### src/rtl/multicycle_controller_if.sv
// Controller <-> datapath/memory bundle for the multi-cycle RV32I-subset core.
// The master side is the controller; the slave side is the datapath and memory.
interface multicycle_controller_if #(
  parameter int unsigned BITS = 32
);
  logic [BITS-1:0] instr_rdata;
  logic            mem_ready;
  logic            zero;
  logic            mem_req;
  logic            adr_src;
  logic            ir_write;
  logic            pc_write;
  logic            pc_src;
  logic [1:0]      alu_control;
  logic            alu_src;
  logic            reg_write;
  logic            mem_write;
  logic            mem_to_reg;
  logic            branch;
  logic            halted;
  logic [1:0]      trap_cause;
  logic [31:0]     retired;

  modport master (
    input  instr_rdata, mem_ready, zero,
    output mem_req, adr_src, ir_write, pc_write, pc_src, alu_control, alu_src,
           reg_write, mem_write, mem_to_reg, branch, halted, trap_cause, retired
  );

  modport slave (
    output instr_rdata, mem_ready, zero,
    input  mem_req, adr_src, ir_write, pc_write, pc_src, alu_control, alu_src,
           reg_write, mem_write, mem_to_reg, branch, halted, trap_cause, retired
  );
endinterface

### src/rtl/multicycle_controller.sv
// Multi-cycle FETCH/DECODE/EXEC/MEM/WB/BRANCH control FSM with retire counter
// and traps for illegal encodings and memory handshake timeout.
module multicycle_controller #(
  parameter int unsigned BITS        = 32,
  parameter int unsigned MEM_TIMEOUT = 16
) (
  input logic                    clk,
  input logic                    rst_n,
  multicycle_controller_if.master bus
);

  localparam int unsigned CW = (MEM_TIMEOUT < 2) ? 1 : $clog2(MEM_TIMEOUT);
  localparam logic [CW-1:0] WAIT_LAST = CW'(MEM_TIMEOUT - 1);

  localparam logic [4:0] OP_R   = 5'b01100;
  localparam logic [4:0] OP_I   = 5'b00100;
  localparam logic [4:0] OP_LD  = 5'b00000;
  localparam logic [4:0] OP_ST  = 5'b01000;
  localparam logic [4:0] OP_BR  = 5'b11000;

  typedef enum logic [2:0] {
    S_FETCH, S_DECODE, S_EXEC, S_MEM, S_WB, S_BRANCH, S_TRAP
  } state_e;

  state_e        state_q, state_d;
  logic [4:0]    opcode_q, opcode_d;
  logic [2:0]    funct3_q, funct3_d;
  logic          f7b_q, f7b_d;
  logic [CW-1:0] wait_q, wait_d;
  logic [31:0]   retired_q, retired_d;
  logic [1:0]    cause_q, cause_d;

  logic       is_r, is_i, is_ld, is_st, is_br, alu_legal, legal, taken, timeout;
  logic [1:0] alu_op;

  // Only the opcode/funct fields matter; the rest of the word is consumed here.
  logic unused_rdata;
  assign unused_rdata = ^bus.instr_rdata[BITS-1:0];

  // Instruction class and ALU op decode from the latched fields
  always_comb begin
    is_r  = (opcode_q == OP_R);
    is_i  = (opcode_q == OP_I);
    is_ld = (opcode_q == OP_LD) && (funct3_q == 3'b010);
    is_st = (opcode_q == OP_ST) && (funct3_q == 3'b010);
    is_br = (opcode_q == OP_BR) && (funct3_q[2:1] == 2'b00);
    alu_legal = 1'b1;
    alu_op    = 2'b00;
    case (funct3_q)
      3'b000:  alu_op = (is_r && f7b_q) ? 2'b01 : 2'b00;
      3'b111:  alu_op = 2'b10;
      3'b110:  alu_op = 2'b11;
      default: alu_legal = 1'b0;
    endcase
    legal = ((is_r || is_i) && alu_legal) || is_ld || is_st || is_br;
    taken = bus.zero ^ funct3_q[0];
  end

  // Next state, bookkeeping and control outputs
  always_comb begin
    state_d   = state_q;
    opcode_d  = opcode_q;
    funct3_d  = funct3_q;
    f7b_d     = f7b_q;
    retired_d = retired_q;
    cause_d   = cause_q;
    wait_d    = '0;
    timeout   = 1'b0;

    bus.mem_req     = 1'b0;
    bus.adr_src     = 1'b0;
    bus.ir_write    = 1'b0;
    bus.pc_write    = 1'b0;
    bus.pc_src      = 1'b0;
    bus.alu_control = 2'b00;
    bus.alu_src     = 1'b0;
    bus.reg_write   = 1'b0;
    bus.mem_write   = 1'b0;
    bus.mem_to_reg  = 1'b0;
    bus.branch      = 1'b0;
    bus.halted      = 1'b0;
    bus.trap_cause  = cause_q;
    bus.retired     = retired_q;

    // Wait count only advances while a request is outstanding and unanswered
    if ((state_q == S_FETCH || state_q == S_MEM) && !bus.mem_ready) begin
      if (wait_q == WAIT_LAST) timeout = 1'b1;
      else                     wait_d  = wait_q + CW'(1);
    end

    case (state_q)
      S_FETCH: begin
        bus.mem_req = 1'b1;
        if (bus.mem_ready) begin
          bus.ir_write = 1'b1;
          bus.pc_write = 1'b1;
          opcode_d = bus.instr_rdata[6:2];
          funct3_d = bus.instr_rdata[14:12];
          f7b_d    = bus.instr_rdata[30];
          state_d  = S_DECODE;
        end else if (timeout) begin
          cause_d = 2'b10;
          state_d = S_TRAP;
        end
      end
      S_DECODE: begin
        if (!legal) begin
          cause_d = 2'b01;
          state_d = S_TRAP;
        end else begin
          state_d = is_br ? S_BRANCH : S_EXEC;
        end
      end
      S_EXEC: begin
        bus.alu_src     = !is_r;
        bus.alu_control = (is_ld || is_st) ? 2'b00 : alu_op;
        state_d         = (is_ld || is_st) ? S_MEM : S_WB;
      end
      S_MEM: begin
        bus.mem_req   = 1'b1;
        bus.adr_src   = 1'b1;
        bus.mem_write = is_st;
        if (bus.mem_ready) begin
          if (is_ld) begin
            state_d = S_WB;
          end else begin
            retired_d = retired_q + 32'd1;
            state_d   = S_FETCH;
          end
        end else if (timeout) begin
          cause_d = 2'b10;
          state_d = S_TRAP;
        end
      end
      S_WB: begin
        bus.reg_write  = 1'b1;
        bus.mem_to_reg = is_ld;
        retired_d      = retired_q + 32'd1;
        state_d        = S_FETCH;
      end
      S_BRANCH: begin
        bus.branch      = 1'b1;
        bus.alu_control = 2'b01;
        bus.pc_write    = taken;
        bus.pc_src      = taken;
        retired_d       = retired_q + 32'd1;
        state_d         = S_FETCH;
      end
      default: begin
        bus.halted = 1'b1;
        state_d    = S_TRAP;
      end
    endcase

    // Reset blanks every output immediately, not just after the edge
    if (!rst_n) begin
      bus.mem_req     = 1'b0;
      bus.adr_src     = 1'b0;
      bus.ir_write    = 1'b0;
      bus.pc_write    = 1'b0;
      bus.pc_src      = 1'b0;
      bus.alu_control = 2'b00;
      bus.alu_src     = 1'b0;
      bus.reg_write   = 1'b0;
      bus.mem_write   = 1'b0;
      bus.mem_to_reg  = 1'b0;
      bus.branch      = 1'b0;
      bus.halted      = 1'b0;
      bus.trap_cause  = 2'b00;
      bus.retired     = '0;
    end
  end

  always_ff @(posedge clk) begin
    if (!rst_n) begin
      state_q   <= S_FETCH;
      opcode_q  <= '0;
      funct3_q  <= '0;
      f7b_q     <= 1'b0;
      wait_q    <= '0;
      retired_q <= '0;
      cause_q   <= 2'b00;
    end else begin
      state_q   <= state_d;
      opcode_q  <= opcode_d;
      funct3_q  <= funct3_d;
      f7b_q     <= f7b_d;
      wait_q    <= wait_d;
      retired_q <= retired_d;
      cause_q   <= cause_d;
    end
  end

endmodule

### src/flat_wrapper.sv
// flat-port wrapper written by rule: the top's interface ports become plain ports
module multicycle_controller_flat 
#(
  parameter int unsigned BITS        = 32,
  parameter int unsigned MEM_TIMEOUT = 16
)
  (clk, rst_n, bus_instr_rdata, bus_mem_ready, bus_zero, bus_mem_req, bus_adr_src, bus_ir_write, bus_pc_write, bus_pc_src, bus_alu_control, bus_alu_src, bus_reg_write, bus_mem_write, bus_mem_to_reg, bus_branch, bus_halted, bus_trap_cause, bus_retired);
  multicycle_controller_if #(.BITS(BITS)) bus_i ();
  input logic clk;
  input logic rst_n;
  input wire logic [$bits(bus_i.instr_rdata)-1:0] bus_instr_rdata;
  input wire logic [$bits(bus_i.mem_ready)-1:0] bus_mem_ready;
  input wire logic [$bits(bus_i.zero)-1:0] bus_zero;
  output wire logic [$bits(bus_i.mem_req)-1:0] bus_mem_req;
  output wire logic [$bits(bus_i.adr_src)-1:0] bus_adr_src;
  output wire logic [$bits(bus_i.ir_write)-1:0] bus_ir_write;
  output wire logic [$bits(bus_i.pc_write)-1:0] bus_pc_write;
  output wire logic [$bits(bus_i.pc_src)-1:0] bus_pc_src;
  output wire logic [$bits(bus_i.alu_control)-1:0] bus_alu_control;
  output wire logic [$bits(bus_i.alu_src)-1:0] bus_alu_src;
  output wire logic [$bits(bus_i.reg_write)-1:0] bus_reg_write;
  output wire logic [$bits(bus_i.mem_write)-1:0] bus_mem_write;
  output wire logic [$bits(bus_i.mem_to_reg)-1:0] bus_mem_to_reg;
  output wire logic [$bits(bus_i.branch)-1:0] bus_branch;
  output wire logic [$bits(bus_i.halted)-1:0] bus_halted;
  output wire logic [$bits(bus_i.trap_cause)-1:0] bus_trap_cause;
  output wire logic [$bits(bus_i.retired)-1:0] bus_retired;
  assign bus_i.instr_rdata = bus_instr_rdata;
  assign bus_i.mem_ready = bus_mem_ready;
  assign bus_i.zero = bus_zero;
  assign bus_mem_req = bus_i.mem_req;
  assign bus_adr_src = bus_i.adr_src;
  assign bus_ir_write = bus_i.ir_write;
  assign bus_pc_write = bus_i.pc_write;
  assign bus_pc_src = bus_i.pc_src;
  assign bus_alu_control = bus_i.alu_control;
  assign bus_alu_src = bus_i.alu_src;
  assign bus_reg_write = bus_i.reg_write;
  assign bus_mem_write = bus_i.mem_write;
  assign bus_mem_to_reg = bus_i.mem_to_reg;
  assign bus_branch = bus_i.branch;
  assign bus_halted = bus_i.halted;
  assign bus_trap_cause = bus_i.trap_cause;
  assign bus_retired = bus_i.retired;
  multicycle_controller #(.BITS(BITS), .MEM_TIMEOUT(MEM_TIMEOUT)) u_core (.clk(clk), .rst_n(rst_n), .bus(bus_i));
endmodule
### config.mk
export PLATFORM = sky130hd
export DESIGN_NAME = multicycle_controller_flat
export DESIGN_NICKNAME = d
export VERILOG_FILES = /design/src/rtl/multicycle_controller_if.sv /design/src/rtl/multicycle_controller.sv /design/src/flat_wrapper.sv
export SDC_FILE = /design/constraint.sdc
export NUM_CORES = 1
export LEC_CHECK = 0
export CAP_MARGIN = 10
export CORE_ASPECT_RATIO = 2
export CORE_UTILIZATION = 52
export DETAILED_ROUTE_END_ITERATION = 8
export MAX_ROUTING_LAYER = met4
export PLACE_DENSITY_LB_ADDON = 0.1
export REMOVE_ABC_BUFFERS = 1
export SKIP_LAST_GASP = 1
export SLEW_MARGIN = 0
export SYNTH_ARGS = -nofsm -noshare
export SYNTH_HDL_FRONTEND = slang
export SYNTH_SLANG_ARGS = --single-unit
### constraint.sdc
create_clock -name clk -period 4 [get_ports clk]
set_input_delay 0.8 -clock clk [delete_from_list [all_inputs] [get_ports clk]]
set_output_delay 0.8 -clock clk [all_outputs]
set_load 0.05 [all_outputs]
==> results of run 1 <==
## power by group through the flow
stage / logic [mW] / registers, mW / clock network [mW]
after floorplan: 0.0874 / 0.538 / 0
after global placement: 0.145 / 0.544 / 0
after detailed placement: 0.148 / 0.545 / 0
final: 0.147 / 0.534 / 0.364
after CTS: 0.149 / 0.533 / 0.371
after global routing: 0.160 / 0.537 / 0.394
## layout by cell type (no fill, tap or decap), drive strengths merged, types with 2 or more instances in the layout
cell type	count
dfxtp	50
nand4	7
and2	35
nand3	16
inv	7
mux2	18
nor3b	2
xnor2	3
o21ai	7
and4	7
o211ai	3
nor4	15
o2111ai	2
a21oi	25
or3	5
clkdlybuf4s50	12
and4b	2
nor4b	5
or3b	2
ha	2
nor3	4
buf	55
o31ai	12
clkbuf	5
nand2	32
nor2	34
and3	4
or4	11
xor2	2
a31oi	4
## cell type report
class,count,area (um^2)
Fill cell,484,1770
Inverter,6,22.5
Tap cell,60,75.1
Clock inverter,3,43.8
Multi-Input combinational cell,272,1800
Timing Repair Buffer,67,696
Sequential cell,50,1000
Clock buffer,5,68.8
## layer usage
| layer | GRT usage, % | up-vias |
|---|---|---|
| li1 | - | 1393 |
| met1 | 23.4 | 1344 |
| met2 | 49.9 | 50 |
| met3 | 2.73 | 13 |
| met4 | 12.3 | 0 |
| met5 | - | - |
## registers in the layout, summed over array words and instances, names as in the netlist
name              count
u_core.cause_q        2
u_core.opcode_q       5
u_core.f7b_q          1
u_core.funct3_q       3
u_core.wait_q         4
u_core.retired_q     32
u_core.state_q        3
## logic make-up (layout without fill, tap and decap cells)
kind of cell | after synthesis | after routing | share of synthesized area [%]
flip-flops | 50 | 50 | 33.7
multiplexers | 18 | 18 | 7.96
adder cells (fa/ha/maj) | 2 | 2 | 0.842
buffers and inverters | 35 | 81 | 5.89
AND/OR/NAND/NOR | 187 | 187 | 37.4
XOR/XNOR | 5 | 5 | 1.47
AO/OA/AOI/OAI | 60 | 60 | 12.7
## per-stage QoR
stage	util, %	setup WS [ns]	power, mW	std cells	cell area (um^2)
4_1_cts	67.7	0.595	1.05	463	3700
2_1_floorplan	-	0.642	0.626	328	2820
3_5_place_dp	65.7	0.603	0.693	455	3590
5_1_grt	67.7	0.521	1.09	463	3700
3_3_place_gp	65.7	0.610	0.689	455	3590
6_report	67.7	0.599	1.04	463	3700
## worst register-to-register path, stage by stage, from the launching register on
cell      delay [ns]
dfxtp_1         0.51
nor2b_1         0.49
o211ai_1        0.56
buf_4           0.33
or4_1           0.46
a21oi_1         0.15
## worst max-delay path by stage
stage / startpoint / endpoint / slack (ns)
6_report: rst_n / bus_alu_control[0] / 0.60
5_1_grt: rst_n / bus_alu_control[0] / 0.52
4_1_cts: rst_n / bus_alu_control[0] / 0.60
3_5_place_dp: rst_n / bus_alu_control[0] / 0.60
3_3_place_gp: rst_n / bus_alu_control[0] / 0.61
2_1_floorplan: rst_n / bus_alu_control[0] / 0.64
==> out/results.ini, run 1 <==
[job]
max_cap_violations = 0

[min_path]
hold-path-cell-count = 2
endpoint_of_the_worst_hold_timing_path = u_core.cause_q[0]$_SDFFE_PN0P_
hold_path_startpoint = u_core.cause_q[0]$_SDFFE_PN0P_
hold_path.class = flip-flop to flip-flop

[setup_path]
timing.rr.end = u_core.retired_q[12]$_SDFFE_PN0P_
timing.critical_path.max_delay_family = buffers and inverters
cp_slowest_cell = clkdlybuf4s50_1
stages_on_worst_setup_path = 5
worstPathCellList = clkdlybuf4s50_1 > nand2b_1 > or3b_2 > o31ai_1 > buf_12
criticalPathCategory = primary input to primary output
worst_r2r_path_depth = 5
critPathMaxFanout = 5
critPathArrivalTime_ns = 2.60
cp_data_required_time_ns = 3.20
regToRegStartpoint = u_core.state_q[2]$_SDFF_PN0_
timing.reg2reg.setup_slack_ns = 1.43
type_of_element_launching_the_critical_path = primary input
critical_path_buf_inv_count = 2
worst_path_largest_cell_delay_ns = 0.54
crit_path_end_kind = primary output

[clock_network]
clk_path_buf_depth = 2
root_buffer = clkbuf_8
numCtsBuffers = 5
post_cts_hold_buffer_count = 0
cts-resized-gates = 0
clock-sinks = 50
cts.htree.levels = 2
tritoncts = built
worst_setup_hold_path_clk_slew_ns = 0.09
insertion_delay_ns = 0.31
postCtsSetupBuffers = 0

[drt]
avgViaCountPerCell = 6.05
drt_first_iter_violations = 80
wire_per_inst_um = 15.0
routed-wl-met2_mm = 4.08
topRoutingLayerUsed = met4
first_pass_iters = 4
drt_drc_violations_left = 0
dr_wl_met3_um = 158
dr_total_vias = 2800
wl_mm = 6.96
route.antenna.remaining_nets = 0
met1_length_mm = 2.56

[power_and_ir_drop]
total_switching_power_mw = 0.284
total_power_per_unit_cell_area_nw_per_um2 = 282
power.share.sequential_pct = 51.1
power.share.clock_pct = 34.8
comb_power_share_pct = 14.1
vdd_drop_max_mv = 0.312
power.switching_fraction_pct = 27.2
power.static_leakage_nw = 1.41
p_int_mw = 0.761

[cells_and_area]
share_of_cells_above_drive_strength_1_pct = 22.8
antenna-diode-count = 0
layout.nets = 440
synthToLayoutAreaGrowth_pct = 24.6

[status]
outcome = finished, final reports clean

[global_route]
grt_pass1_vias = 2803
grt_util_all_layers_pct = 25.2
grt.overflow.total = 0
antenna_found_initial = 0
wire_length_of_the_first_global_routing_pass_mm = 12.1
pin_count_of_the_biggest_net_entering_global_routing = 38

[sta]
setup_repair_after_global_routing_missed_its_margin = false
slew_viol_final = 0
period_needed_ns = 3.40
fin_setup_tns_ns = 0
fin_skew_ns = 0.00554
report.final.hold_viol_count = 0
final_min_period_over_clock_period_pct = 85.0
setup_viol = 0
tightestPinTransition_ns = 1.14
hold-worst-slack_ns = 0.455
maximum_clock_rate_ghz = 0.294
relSlewSlack_pct = 23.4

[floorplan]
vert_die_dim_um = 109
fp.dieW_um = 55.5
design.die.area_um2 = 6040
pin_count = 83
initial_utilization_pct = 54.3
core_region_area_um2 = 5470
placementRows = 38

[placed_design]
detailed_place_hpwl_mm = 5.19
routability_cong = 0.845
io_buffers = 59

[synth]
synth_flop_cell = dfxtp_1
synth_edf_count = 0
yosysTopAreaCellShare_pct = 33.7
synthesis.yosys.warnings = 0
synth_sequential_area_ratio_pct = 33.7
synth_top_cells_by_area = dfxtp_1 (34%), and2_1 (7.4%), mux2_4 (4.5%), nor2_1 (4.3%), a21oi_1 (4.2%)
syn-instance-count = 357
async_reset_ff_share_pct = 0
synth_top_area_cell = dfxtp_1
ys_top_cells_by_count = dfxtp_1 (50), and2_1 (35), nor2_1 (34)
syn_area_per_cell_um2 = 8.32
post-synth-top-count-cell = dfxtp_1
ys_seq_elements = 50
syn_area_um2 = 2970
synth.distinct_cells = 51

No activity file was read; power rests on OpenSTA's default activity.
==> run 2: changes to the inputs <==
--- a/config.mk
+++ b/config.mk
@@ -7,7 +7,7 @@
 export LEC_CHECK = 0
 export CAP_MARGIN = 10
 export CORE_ASPECT_RATIO = 2
-export CORE_UTILIZATION = 52
+export CORE_UTILIZATION = 45
 export DETAILED_ROUTE_END_ITERATION = 8
 export MAX_ROUTING_LAYER = met4
 export PLACE_DENSITY_LB_ADDON = 0.1
==> run 2 against run 1 <==
Compared with the run above:
- register-to-register slack improved by 0.16 ns
- cell area rose by 1.9%
- fmax rose by 1.1%
- combinational power barely moved
- die area rose by 15%
- non-clock buffer count fell by 2
- critical path depth did not move
==> out/results.ini, run 2 (synthesis results as in run 1) <==
[sta]
period_needed_ns = 3.36  ; -0.0360 ns
report.final.hold_viol_count = 0  ; unchanged
fin_skew_ns = 0.00290  ; -0.00263 ns
slew_viol_final = 0  ; unchanged
setup_repair_after_global_routing_missed_its_margin = false
tightestPinTransition_ns = 0.770  ; -0.374 ns
relSlewSlack_pct = 48.6  ; +25 points
setup_viol = 0  ; unchanged
setup_ws_ns = 0.635  ; +0.0360 ns
final_min_period_over_clock_period_pct = 84.1  ; -0.90 points
fin_setup_tns_ns = 0  ; unchanged
maximum_clock_rate_ghz = 0.297  ; +1.1%

[power_and_ir_drop]
total_design_power_mw = 1.16  ; +11%
power.switching_fraction_pct = 25.6  ; -1.5 points
power.share.sequential_pct = 45.9  ; -5.2 points
p_int_mw = 0.864  ; +14%
total_power_per_unit_cell_area_nw_per_um2 = 308  ; +9.2%
power.share.clock_pct = 41.6  ; +6.8 points
vdd_drop_max_mv = 0.251  ; -19%
power.static_leakage_nw = 1.43  ; +1.1%
comb_power_share_pct = 12.5  ; -1.6 points
total_switching_power_mw = 0.298  ; +4.9%

[floorplan]
design.die.area_um2 = 6950  ; +15%
vert_die_dim_um = 117  ; +7.4%
core_region_area_um2 = 6360  ; +16%
pin_count = 83  ; unchanged
initial_utilization_pct = 46.7  ; -7.6 points
fp.dieW_um = 59.5  ; +7.2%
placementRows = 41  ; +7.9%

[drt]
first_pass_iters = 4  ; unchanged
avgViaCountPerCell = 5.69  ; -5.9%
wl_mm = 7.38  ; +6.0%
dr_total_vias = 2770  ; -1.1%
route.antenna.remaining_nets = 0  ; unchanged
drt_drc_violations_left = 0  ; unchanged
drt_first_iter_violations = 110  ; +38%
wire_per_inst_um = 15.1  ; +0.78%

[cells_and_area]
top_register = u_core.retired_q
max_ffs_per_register = 32  ; unchanged
fin_util_pct = 59.3  ; -8.4 points
antenna-diode-count = 0  ; unchanged
registers_with_the_most_flip_flops = u_core.retired_q: 32 flops, u_core.opcode_q: 5 flops, u_core.wait_q: 4 flops
final_cell_mix = dfxtp_1 (50), buf_4 (40), and2_1 (35), nor2_1 (34), nand2_1 (32)
share_of_cells_above_drive_strength_1_pct = 22.4  ; -0.38 points
synthToLayoutAreaGrowth_pct = 26.9
postLayoutCellArea_um2 = 3770  ; +1.9%
layout.nets = 438  ; -0.45%
most_frequent_standard_cell_in_the_layout_excluding_fill_and_tap_cells = dfxtp_1

[global_route]
wire_length_of_the_first_global_routing_pass_mm = 12.1  ; +0.57%
pin_count_of_the_biggest_net_entering_global_routing = 48  ; +26%
grt_util_all_layers_pct = 23.7  ; -1.5 points
grt.overflow.total = 0  ; unchanged
grt_pass1_vias = 2678  ; -4.5%
antenna_found_initial = 0  ; unchanged

[placed_design]
pre_cts_ws_ns = 0.618  ; +0.0151 ns
placed_cell_area_um2 = 3610  ; +0.49%
detailed_place_hpwl_mm = 5.41  ; +4.3%
io_buffers = 59  ; unchanged
routability_cong = 0.834  ; -1.3%

[clock_network]
clk_path_buf_depth = 2  ; unchanged
insertion_delay_ns = 0.29  ; -0.02 ns
tritoncts = built
worst_setup_hold_path_clk_slew_ns = 0.06  ; -0.03 ns
postCtsSetupBuffers = 0  ; unchanged
post_cts_hold_buffer_count = 0  ; unchanged
clock-sinks = 50  ; unchanged
root_buffer = clkbuf_16
cts.htree.levels = 2  ; unchanged
numCtsBuffers = 5  ; unchanged
cts-resized-gates = 0  ; unchanged

[setup_path]
type_of_element_launching_the_critical_path = primary input
crit_path_end_kind = primary output
cp_data_required_time_ns = 3.20  ; about the same
critPathArrivalTime_ns = 2.56  ; -0.04 ns
critPathMaxFanout = 5  ; unchanged
criticalPathCategory = primary input to primary output

[min_path]
hold_path.class = flip-flop to flip-flop

[status]
outcome = finished, final reports clean

[job]
max_cap_violations = 0  ; unchanged

## run 2: cell count changes in the layout (fill, tap and decap cells not counted), sizes merged
cell	before	now
clkinv	1	2
buf	55	53
inv	7	6
## run 2: worst paths after layout
check | end | depth (start not counted) | slack [ns] | startpoint
setup reg to reg | u_core.retired_q[31]$_SDFFE_PN0P_ | 4 | 1.59 | u_core.state_q[2]$_SDFF_PN0_
hold / removal | u_core.wait_q[0]$_SDFF_PP0_ | 1 | 0.45 | u_core.wait_q[0]$_SDFF_PP0_
hold reg to reg | u_core.wait_q[0]$_SDFF_PP0_ | 1 | 0.45 | u_core.wait_q[0]$_SDFF_PP0_
setup / recovery | bus_alu_control[0] | 5 | 0.64 | rst_n
## run 2: cell type report
| cell class | instances | area (um^2) |
|---|---|---|
| fill | 628 | 2590 |
| multi-input combinational | 272 | 1800 |
| sequential | 50 | 1000 |
| timing repair buffer | 65 | 681 |
| clock buffer | 5 | 125 |
| tap | 86 | 108 |
| clock inverter | 3 | 40.0 |
| inverter | 6 | 22.5 |
## run 2: power by group through the flow
stage	logic, mW	clock network [mW]	registers (mW)
final	0.145	0.483	0.534
after global routing	0.159	0.512	0.537
after CTS	0.147	0.498	0.533
after detailed placement	0.146	0	0.545
after global placement	0.144	0	0.544
after floorplan	0.0874	0	0.538
## run 2: metal layers
| layer | track usage, % | vias to the layer above | wire length [um] |
|---|---|---|---|
| li1 | - | 1388 | - |
| met1 | 22.4 | 1326 | 2870 |
| met2 | 44.9 | 43 | 4170 |
| met3 | 3.85 | 13 | 164 |
| met4 | 10.5 | 0 | 172 |
| met5 | - | - | 0 |
## run 2: metrics by stage
step,hold WS [ns],instances
after floorplan,0.418,328
after global placement,0.441,479
after detailed placement,0.449,479
after CTS,0.459,487
after global routing,0.477,487
final,0.453,487
## run 2: critical path: stages
cell and delay, ns:
clkdlybuf4s50_1 0.51, nand2b_1 0.17, or3b_2 0.53, o31ai_1 0.36
buf_12 0.19
